## src/rtl/uart_cmd_pkg.sv

```systemverilog
// Shared definitions for the UART command framer: command encodings,
// opcode bytes, per-command frame counts and the serializer state type.
package uart_cmd_pkg;

    typedef enum logic [1:0] {
        CMD_REG_WRITE   = 2'd0,
        CMD_REG_READ    = 2'd1,
        CMD_ALU_WITH_OP = 2'd2,
        CMD_ALU_NO_OP   = 2'd3
    } cmd_type_e;

    localparam logic [7:0] OPC_REG_WRITE   = 8'hAA;
    localparam logic [7:0] OPC_REG_READ    = 8'hBB;
    localparam logic [7:0] OPC_ALU_WITH_OP = 8'hCC;
    localparam logic [7:0] OPC_ALU_NO_OP   = 8'hDD;

    localparam int LEN_REG_WRITE   = 3;
    localparam int LEN_REG_READ    = 2;
    localparam int LEN_ALU_WITH_OP = 4;
    localparam int LEN_ALU_NO_OP   = 2;

    typedef enum logic [2:0] {
        ST_IDLE   = 3'd0,
        ST_START  = 3'd1,
        ST_DATA   = 3'd2,
        ST_PARITY = 3'd3,
        ST_STOP   = 3'd4
    } tx_state_e;

    // Leading opcode byte of each command.
    function automatic logic [7:0] cmd_opcode(input cmd_type_e typ);
        logic [7:0] opc;
        case (typ)
            CMD_REG_WRITE:   opc = OPC_REG_WRITE;
            CMD_REG_READ:    opc = OPC_REG_READ;
            CMD_ALU_WITH_OP: opc = OPC_ALU_WITH_OP;
            default:         opc = OPC_ALU_NO_OP;
        endcase
        return opc;
    endfunction

    // Index of the final byte of a command (frame count minus one).
    function automatic logic [1:0] cmd_last_idx(input cmd_type_e typ);
        logic [1:0] last;
        case (typ)
            CMD_REG_WRITE:   last = 2'(LEN_REG_WRITE - 1);
            CMD_REG_READ:    last = 2'(LEN_REG_READ - 1);
            CMD_ALU_WITH_OP: last = 2'(LEN_ALU_WITH_OP - 1);
            default:         last = 2'(LEN_ALU_NO_OP - 1);
        endcase
        return last;
    endfunction

    // Byte number idx of a command's on-line sequence.
    function automatic logic [7:0] cmd_byte(input cmd_type_e  typ,
                                            input logic [1:0] idx,
                                            input logic [7:0] addr,
                                            input logic [7:0] wdata,
                                            input logic [7:0] opa,
                                            input logic [7:0] opb,
                                            input logic [7:0] func);
        logic [7:0] b;
        case (idx)
            2'd0:    b = cmd_opcode(typ);
            2'd1:    b = (typ == CMD_ALU_WITH_OP) ? opa :
                         (typ == CMD_ALU_NO_OP)   ? func : addr;
            2'd2:    b = (typ == CMD_REG_WRITE) ? wdata : opb;
            default: b = func;
        endcase
        return b;
    endfunction

endpackage

```

## src/rtl/uart_frame_tx.sv

```systemverilog
// Single-byte UART serializer: start bit, data LSB first, optional parity,
// one stop bit. A new byte can be taken in the last stop-bit cycle so that
// consecutive frames follow with no idle gap.
module uart_frame_tx
    import uart_cmd_pkg::*;
#(
    parameter int PRESCALE   = 8,
    parameter int DATA_WIDTH = 8
) (
    input  logic                  i_clk,
    input  logic                  i_rst,
    input  logic                  i_byte_valid,
    input  logic [DATA_WIDTH-1:0] i_byte,
    input  logic                  i_par_en,
    input  logic                  i_par_typ,
    output logic                  o_byte_ready,
    output logic                  o_frame_done,
    output logic                  o_tx
);

    localparam logic [7:0] PRESC_MAX = 8'(PRESCALE - 1);
    localparam logic [2:0] LAST_BIT  = 3'(DATA_WIDTH - 1);

    tx_state_e             r_state;
    logic [7:0]            r_presc;
    logic [2:0]            r_bit_idx;
    logic [DATA_WIDTH-1:0] r_data;
    logic                  r_par_en;
    logic                  r_par_bit;
    logic                  r_tx;

    tx_state_e             w_state_next;
    logic [2:0]            w_bit_next;
    logic                  w_tx_next;
    logic                  w_tick;
    logic                  w_byte_ready;
    logic                  w_load;

    assign w_tick       = (r_state != ST_IDLE) && (r_presc == PRESC_MAX);
    assign w_byte_ready = (r_state == ST_IDLE) || ((r_state == ST_STOP) && w_tick);
    assign w_load       = i_byte_valid && w_byte_ready;

    assign o_byte_ready = w_byte_ready;
    assign o_frame_done = (r_state == ST_STOP) && w_tick;
    assign o_tx         = r_tx;

    // Next-state, next bit index and next line level.
    always_comb begin
        // NOTE: every always_comb output gets a default first so no path leaves it unassigned, which would infer a latch.
        w_state_next = r_state;
        w_bit_next   = r_bit_idx;
        w_tx_next    = 1'b1;
        case (r_state)
            ST_IDLE: begin
                if (w_load) w_state_next = ST_START;
            end
            ST_START: begin
                if (w_tick) begin
                    w_state_next = ST_DATA;
                    w_bit_next   = '0;
                end
            end
            ST_DATA: begin
                if (w_tick) begin
                    if (r_bit_idx == LAST_BIT)
                        w_state_next = r_par_en ? ST_PARITY : ST_STOP;
                    else
                        w_bit_next = r_bit_idx + 3'd1;
                end
            end
            ST_PARITY: begin
                if (w_tick) w_state_next = ST_STOP;
            end
            ST_STOP: begin
                if (w_tick) w_state_next = w_load ? ST_START : ST_IDLE;
            end
            default: w_state_next = ST_IDLE;
        endcase
        case (w_state_next)
            ST_START:  w_tx_next = 1'b0;
            ST_DATA:   w_tx_next = r_data[w_bit_next];
            ST_PARITY: w_tx_next = r_par_bit;
            default:   w_tx_next = 1'b1;
        endcase
    end

    // State, bit timing and byte/parity capture registers.
    always_ff @(posedge i_clk or posedge i_rst) begin
        // NOTE: every register, including the data byte, is cleared by the async reset so the line idles high immediately.
        if (i_rst) begin
            r_state   <= ST_IDLE;
            r_presc   <= '0;
            r_bit_idx <= '0;
            r_data    <= '0;
            r_par_en  <= 1'b0;
            r_par_bit <= 1'b0;
            r_tx      <= 1'b1;
        end else begin
            // NOTE: non-blocking assignments keep every register reading the pre-edge values of the others.
            r_state   <= w_state_next;
            r_bit_idx <= w_bit_next;
            r_tx      <= w_tx_next;
            r_presc   <= ((r_state == ST_IDLE) || w_tick) ? 8'd0 : r_presc + 8'd1;
            if (w_load) begin
                r_data    <= i_byte;
                r_par_en  <= i_par_en;
                r_par_bit <= (^i_byte) ^ i_par_typ;
            end
        end
    end

endmodule

```

## src/rtl/uart_cmd_framer.sv

```systemverilog
// Command framer: latches one descriptor per handshake and feeds its byte
// sequence to the serializer, reporting busy/done around the whole command.
module uart_cmd_framer
    import uart_cmd_pkg::*;
#(
    parameter int PRESCALE   = 8,
    parameter int DATA_WIDTH = 8,
    parameter int ADDR_WIDTH = 4
) (
    input  logic                  CLK,
    input  logic                  RST,
    input  logic                  CMD_VALID,
    output logic                  CMD_READY,
    input  logic [1:0]            CMD_TYPE,
    input  logic [ADDR_WIDTH-1:0] CMD_ADDR,
    input  logic [7:0]            CMD_WDATA,
    input  logic [7:0]            CMD_OPA,
    input  logic [7:0]            CMD_OPB,
    input  logic [3:0]            CMD_FUNC,
    input  logic                  PAR_EN,
    input  logic                  PAR_TYP,
    output logic                  TX_OUT,
    output logic                  BUSY,
    output logic                  DONE
);

    logic                  r_cmd_ready;
    logic                  r_busy;
    logic                  r_done;
    cmd_type_e             r_type;
    logic [ADDR_WIDTH-1:0] r_addr;
    logic [7:0]            r_wdata;
    logic [7:0]            r_opa;
    logic [7:0]            r_opb;
    logic [3:0]            r_func;
    logic                  r_par_en;
    logic                  r_par_typ;
    logic [1:0]            r_byte_idx;
    logic [1:0]            r_last_idx;

    logic                  w_accept;
    logic                  w_more;
    logic                  w_byte_valid;
    logic [7:0]            w_byte;
    logic                  w_par_en;
    logic                  w_par_typ;
    logic                  w_frame_done;
    logic                  w_byte_ready;

    assign w_accept     = CMD_VALID && r_cmd_ready;
    assign w_more       = r_busy && (r_byte_idx != r_last_idx);
    assign w_byte_valid = w_accept || w_more;

    // The opcode goes out straight from the inputs on the accepting edge so
    // the start bit appears in the next cycle; later bytes come from the latch.
    assign w_byte    = w_accept
                     ? cmd_opcode(cmd_type_e'(CMD_TYPE))
                     : cmd_byte(r_type, r_byte_idx + 2'd1, 8'(r_addr), r_wdata,
                                r_opa, r_opb, 8'(r_func));
    assign w_par_en  = w_accept ? PAR_EN  : r_par_en;
    assign w_par_typ = w_accept ? PAR_TYP : r_par_typ;

    uart_frame_tx #(
        .PRESCALE   (PRESCALE),
        .DATA_WIDTH (DATA_WIDTH)
    ) u_frame_tx (
        .i_clk        (CLK),
        .i_rst        (RST),
        .i_byte_valid (w_byte_valid),
        .i_byte       (w_byte),
        .i_par_en     (w_par_en),
        .i_par_typ    (w_par_typ),
        .o_byte_ready (w_byte_ready),
        .o_frame_done (w_frame_done),
        .o_tx         (TX_OUT)
    );

    assign CMD_READY = r_cmd_ready;
    assign BUSY      = r_busy;
    assign DONE      = r_done;

    // Descriptor latch, byte-index sequencer and command status flags.
    always_ff @(posedge CLK or posedge RST) begin
        if (RST) begin
            r_cmd_ready <= 1'b1;
            r_busy      <= 1'b0;
            r_done      <= 1'b0;
            r_type      <= CMD_REG_WRITE;
            r_addr      <= '0;
            r_wdata     <= '0;
            r_opa       <= '0;
            r_opb       <= '0;
            r_func      <= '0;
            r_par_en    <= 1'b0;
            r_par_typ   <= 1'b0;
            r_byte_idx  <= '0;
            r_last_idx  <= '0;
        end else begin
            r_done <= 1'b0;
            if (w_accept) begin
                r_type      <= cmd_type_e'(CMD_TYPE);
                r_addr      <= CMD_ADDR;
                r_wdata     <= CMD_WDATA;
                r_opa       <= CMD_OPA;
                r_opb       <= CMD_OPB;
                r_func      <= CMD_FUNC;
                r_par_en    <= PAR_EN;
                r_par_typ   <= PAR_TYP;
                r_byte_idx  <= '0;
                r_last_idx  <= cmd_last_idx(cmd_type_e'(CMD_TYPE));
                r_cmd_ready <= 1'b0;
                r_busy      <= 1'b1;
            end else if (r_busy && w_frame_done) begin
                if (r_byte_idx == r_last_idx) begin
                    r_busy      <= 1'b0;
                    r_done      <= 1'b1;
                    r_cmd_ready <= 1'b1;
                end else begin
                    r_byte_idx <= r_byte_idx + 2'd1;
                end
            end
        end
    end

endmodule

```

## config.mk

```make
export PLATFORM = sky130hd
export DESIGN_NAME = uart_cmd_framer
export DESIGN_NICKNAME = d
export VERILOG_FILES = /design/src/rtl/uart_cmd_pkg.sv /design/src/rtl/uart_frame_tx.sv /design/src/rtl/uart_cmd_framer.sv
export SDC_FILE = /design/constraint.sdc
export NUM_CORES = 1
export LEC_CHECK = 0
export CORE_ASPECT_RATIO = 0.6
export CORE_MARGIN = 8
export CORE_UTILIZATION = 27
export CTS_CLUSTER_DIAMETER = 30
export DETAILED_ROUTE_END_ITERATION = 12
export PLACE_DENSITY = 0.51
export SLEW_MARGIN = 10
export SYNTH_ARGS = -nofsm -noshare
export SYNTH_HDL_FRONTEND = slang
export SYNTH_SLANG_ARGS = --single-unit
```

## constraint.sdc

```tcl
create_clock -name CLK -period 3.1 [get_ports CLK]
set_clock_uncertainty 0.15 [all_clocks]
set_input_delay 0.775 -clock CLK [delete_from_list [all_inputs] [get_ports CLK]]
set_output_delay 0.775 -clock CLK [all_outputs]
set_load 0.005 [all_outputs]
```

* Yosys cells after proc, flatten, opt, wreduce, memory -nomap -nowiden
Cells that the tools add are included.
Widths: inputs -> output; s select.
** Storage, ports and cells
- Bits in read-only memories :: 0
- Memories :: 0
- Bits in registers :: 68
- Output and inout bits :: 4
- Word-level logic and storage cells :: 102
- Input bits :: 39
- Bits in writable memories :: 0
- Bits in latches :: 0
** Operators by class
- $lt $le $gt $ge :: 1
- Bitwise logic cells :: 1
- Multipliers :: 0
- Add/subtract/negate cells :: 3
- Eq/ne operators :: 19
- Reductions and logical operators :: 19
- Div/mod/pow operators :: 0
- Shift operators :: 0
- Multiplexer cells :: 39
** Operator list (number)
- $pmux 7 s3 :: 2
- $mux 8 :: 4
- $mux 3 :: 10
- $pmux 8 s3 :: 1
- $pmux 3 s5 :: 1
- $mux 1 :: 13
- $eq 3x2->1 const B :: 4
- $add 8x1->8 const B :: 1
- $eq 2x2->1 const B :: 4
- $eq 8x3->1 const B :: 1
- $reduce_xor 8->1 :: 1
- $eq 2x1->1 const B :: 3
- $eq 3x1->1 const B :: 2
- $eq 3x3->1 const B :: 2
- $logic_and 1x1->1 :: 6
- $logic_not 2->1 :: 3
- $mux 2 :: 3
- $pmux 3 s2 :: 1
- $lt 3x4->1 const B :: 1
- $mux 4 :: 1
- $pmux 2 s2 :: 1
- $reduce_and 2->1 :: 2
- $reduce_bool 2->1 :: 2
- $add 3x1->3 const B :: 1
- other kinds (10) :: 12

* Logic depth before layout (Yosys ltp)
- Word-level depth :: 10
- Mapped depth :: 10
- Gate-level depth less buffers :: 9

* Modules after synthesis
Synthesis repeated with hierarchy kept, for this count alone.
** Second synthesis, totals
- Cell total of the unflattened synthesis :: 378
- Area total of the unflattened synthesis :: 3515.9 µm²
** Modules (own cells, without submodules)
- uart_cmd_framer :: sequential area each 1077.3 µm², area an instance 2188.3 µm², cells an instance 252, instances 1
- uart_frame_tx :: sequential area each 626.9 µm², area an instance 1327.5 µm², cells an instance 126, instances 1

* Worst setup path before layout
No wires, ideal clock.
- Path type :: reg2reg
- Start :: register r_type[1]
- End :: register u_frame_tx.r_par_bit
- Path buffers :: 1
- Arrival :: 2541 ps
- Stages on the path, launching flop included :: 9
- Clock period less this slack :: 2816 ps
- Data required time :: 2825 ps
- Setup time :: 125 ps
- Path slack :: 284 ps
- Cells stage by stage :: dfrtp_1 buf_6 nor2_4 mux2_2 a221oi_1 xnor3_1 o211ai_2 xnor3_1 mux2_4
** Between the ends
- Longest elaborated chain between the ends :: 7
- Elaborated cells between the ends (all ways) :: 12
- Those cells by class :: 3 x eq/ne; 6 x mux; 1 x bitwise; 2 x reduce/logical
** RTL lines
- from (decl) :: RTL line uart_cmd_framer.sv:30 : cmd_type_e r_type;
- from (signal assigned) :: RTL line uart_cmd_framer.sv:101 : r_type <= cmd_type_e'(CMD_TYPE);
- $eq 2x2->1 :: RTL line uart_cmd_pkg.sv:66 : (typ == CMD_ALU_NO_OP) ? func : addr;
- $mux 4 :: RTL line uart_cmd_pkg.sv:66
- $mux 8 :: RTL line uart_cmd_pkg.sv:65 : 2'd1: b = (typ == CMD_ALU_WITH_OP) ? opa :
- $pmux 8 s3 * :: RTL line uart_cmd_pkg.sv:63 : case (idx)
- $mux 8 * :: RTL line uart_cmd_framer.sv:57 : ? cmd_opcode(cmd_type_e'(CMD_TYPE))
- $reduce_xor 8->1 * :: RTL line uart_frame_tx.sv:107 : r_par_bit <= (^i_byte) ^ i_par_typ;
- $xor 1x1->1 * :: RTL line uart_frame_tx.sv:107
- to (signal assigned) :: RTL line uart_frame_tx.sv:107
- to (decl) :: RTL line uart_frame_tx.sv:29 : logic r_par_bit;
Mark *: on every way between the ends. The rest lies on a longest branch, timed or not.
A chain may end at the register's enable or synchronous reset.

* Worst setup path after layout
- Start :: input port CMD_VALID
- End :: register u_frame_tx.r_par_bit
** Between the ends
- Longest elaborated chain between the ends :: 4
- Elaborated cells between the ends (all ways) :: 7
- Those cells by class :: 2 x mux; 1 x bitwise; 4 x reduce/logical
** RTL lines
- from (decl) :: RTL line uart_cmd_framer.sv:12 : input logic CMD_VALID,
- $logic_and 1x1->1 * :: RTL line uart_cmd_framer.sv:50 : assign w_accept = CMD_VALID && r_cmd_ready;
- $mux 8 :: RTL line uart_cmd_framer.sv:57
- $reduce_xor 8->1 :: RTL line uart_frame_tx.sv:107
- $xor 1x1->1 :: RTL line uart_frame_tx.sv:107
Marks and branches as above.

==> run summary <==
Placeable Area: 12600 µm²
Hold buffer count at CTS: 0
Worst vdd ir: 0.281 mV
Crit Path Max Fanout: 3
Row cnt: 32
FF-to-FF path depth: 7
H-tree levels: 3
Worst-case clock buffer depth: 2
I/O Pins: 43
Initial antenna violation count: 0
Post-synth EDFFs: 0
Worst r2r src: r_type[1]
Share of layout cells above drive strength 1: 0.122
First-pass GRT wire length: 15100 µm
Vias post-DR: 2758
Register area share after synthesis: 0.498
RSZ-0062 raised after global routing: no
Initial Util: 0.271
Area grow syn2layout: 30.4%
Initial DRC count: 139
CP Cell Sequence: clkdlybuf4s50_1, and2_2, a221oi_1, o211ai_1, o2bb2ai_2, xnor3_1, xnor3_1, mux2_4
Seq cells post-synth: 68
Leakage power: 2.10 nW
Most frequent cells after synthesis: nand2_1 (130), dfrtp_1 (66), nor2_1 (23)
Final hold vios: 0
Net Sw Power: 921 µW
Clk_lat worst skew: 330 ps
Post-CTS Setup Repair Bufs: 0
FMAX: 336 MHz
Vias in the first global route: 2802
WP data required: 3160 ps
Clock power frac: 0.338
Number of diodes: 0
Yosys Warn Count: 0
Sw Ratio: 0.302
Distinct cells, synth: 55
Drt drc: 0
Hold depth: 1
Die Width: 161 µm
P_int: 2.13 mW
Reg2reg end: u_frame_tx.r_par_bit
CP Class: in2reg
Drt pass-1 iters: 5
Total CTS buffers: 9
Slowest stage cell on the critical path: clkdlybuf4s50_1
Post-CTS sizing: 0
Net Count, Synth: 420
TritonCTS clock tree: done
Status: finished clean
Die Y: 103 µm
CP most frequent cell: xnor3_1
Rel. slew slack: 0.601
MaxCap Viol Count: 0
Total power: 3.06 mW
Nets@finish: 475
Synth top area share: 0.483
Crit path DAT: 3040 ps
Flop pwr share: 0.403
Hold path startpoint: u_frame_tx.r_presc[0]
GRT Overall Usage: 0.118
Vias/cell: 4.56
Synthesized area: 3420 µm²
Mapped Cells: 375
Async SR Flop Fraction: 1.00
# setup viols final: 0
Antenna-violating nets left: 0
Shortest period the worst path allows: 2980 ps
Hpwl dp: 6920 µm
Largest net degree at the start of global routing: 68
Final instance area: 4460 µm²
Post-Syn Area per Cell: 9.13 µm²
HP Class: reg2reg
Slew Viols, Final: 0
Post-synth top flop: dfrtp_1
Port Buf Inserts: 42
Final wirelength: 9260 µm
DP Area: 4150 µm²
Drt wl/cell: 15.3 µm
Worst Hold End: u_frame_tx.r_presc[0]
Period utilization: 0.961
Clock Pin Slew Worst Setup and Hold Paths: 50 ps
Die area: 16700 µm²
CP Capture Type: flop
Flop2flop setup slack: 220 ps
CTS root buf: clkbuf_16
Startpoint Class: input pin
Most common cell in the netlist: nand2_1
TritonCTS Sinks: 68
GR Overflow Total: 0
Placer congestion estimate: 0.880
CP peak stage delay: 440 ps
Comb pwr share: 0.258
Area leader, netlist: dfrtp_1
Pwr per Cell Area: 685 nW/µm²
Worst-Margin Slew: 592 ps
Area contributors post-synth: dfrtp_1 (48%), nand2_1 (14%), mux2i_1 (3.5%)
how the worst max path moves through the flow:
stage	start	to	slack, ps	depth (start not counted)
global placement	CMD_VALID	u_frame_tx.r_par_bit	-220	8
floorplan	r_type[1]	u_frame_tx.r_par_bit	280	8
global route	CMD_VALID	u_frame_tx.r_par_bit	40	8
CTS	CMD_VALID	u_frame_tx.r_par_bit	80	8
detailed placement	CMD_VALID	u_frame_tx.r_par_bit	-280	8
finish	CMD_VALID	u_frame_tx.r_par_bit	120	8
metal layers:
| metal | wire, µm | vias up | global-route usage |
|---|---|---|---|
| met5 | 0 | - | 0 |
| met4 | 38 | 0 | 0.0318 |
| met3 | 695 | 2 | 0.0427 |
| met2 | 3450 | 60 | 0.154 |
| met1 | 5070 | 1318 | 0.177 |
| li1 | - | 1378 | - |
cells by family after synthesis:
| kind of cell | synth area share |
|---|---|
| compound gates | 0.116 |
| xor+xnor | 0.0479 |
| fa+ha+maj | 0.0219 |
| buf+inv | 0.0366 |
| flops | 0.498 |
| mux | 0.0570 |
| simple gates | 0.223 |
final cells by class:
type                    instances  area [µm²]
repair buffers                 63         591
clock buffers                  12         256
inverters                      12        45.0
clock inverters                 4        47.5
flip-flops and latches         68        1700
multi-input cells             276        1610
well taps                     170         213
fillers                      1300        8150
power by group through the flow:
stage               clock [mW]  sequential [mW]  combinational [mW]
floorplan                    0             1.18               0.584
detailed placement           0             1.24               0.786
CTS                       1.06             1.23               0.791
finish                    1.03             1.23               0.790
global route              1.10             1.26               0.889
global placement             0             1.24               0.778
cell usage in the layout, fill, tap and decap left out, drive strengths merged, types with 3 or more instances in the layout:
master / n
clkdlybuf4s50: 42
clkbuf: 12
mux2: 6
mux2i: 12
o21ai: 14
dfrtp: 66
xor2: 4
a31oi: 4
inv: 12
xnor3: 3
nand2: 130
o211ai: 3
nand3: 6
nor2: 24
a21oi: 14
ha: 6
xnor2: 7
buf: 21
nor3: 3
metrics by stage:
stage,utilization,std cells,setup TNS (ps),hold WS [ps],setup slack [ps]
floorplan,-,375,0,275,284
global route,0.354,605,0,327,42.4
CTS,0.353,605,0,302,80.6
finish,0.354,605,0,299,120
detailed placement,0.329,589,-275,295,-275
global placement,0.329,589,-220,294,-220
critical path: cells and delay by family:
family,cells,cell delay (ps)
AO/OA/AOI/OAI,3,580
multiplexers,1,260
buffers and inverters,1,440
XOR/XNOR,2,770
AND/OR/NAND/NOR,1,220
registers in the layout (all words and copies together), names as in the netlist, 2 cells and up:
signal,cells
u_frame_tx.r_bit_idx,3
u_frame_tx.r_presc,8
r_opb,8
r_opa,8
r_wdata,8
r_func,4
r_last_idx,2
u_frame_tx.r_data,8
r_type,2
r_addr,4
r_byte_idx,2
u_frame_tx.r_state,3
No activity file was read; power rests on OpenSTA's default activity.
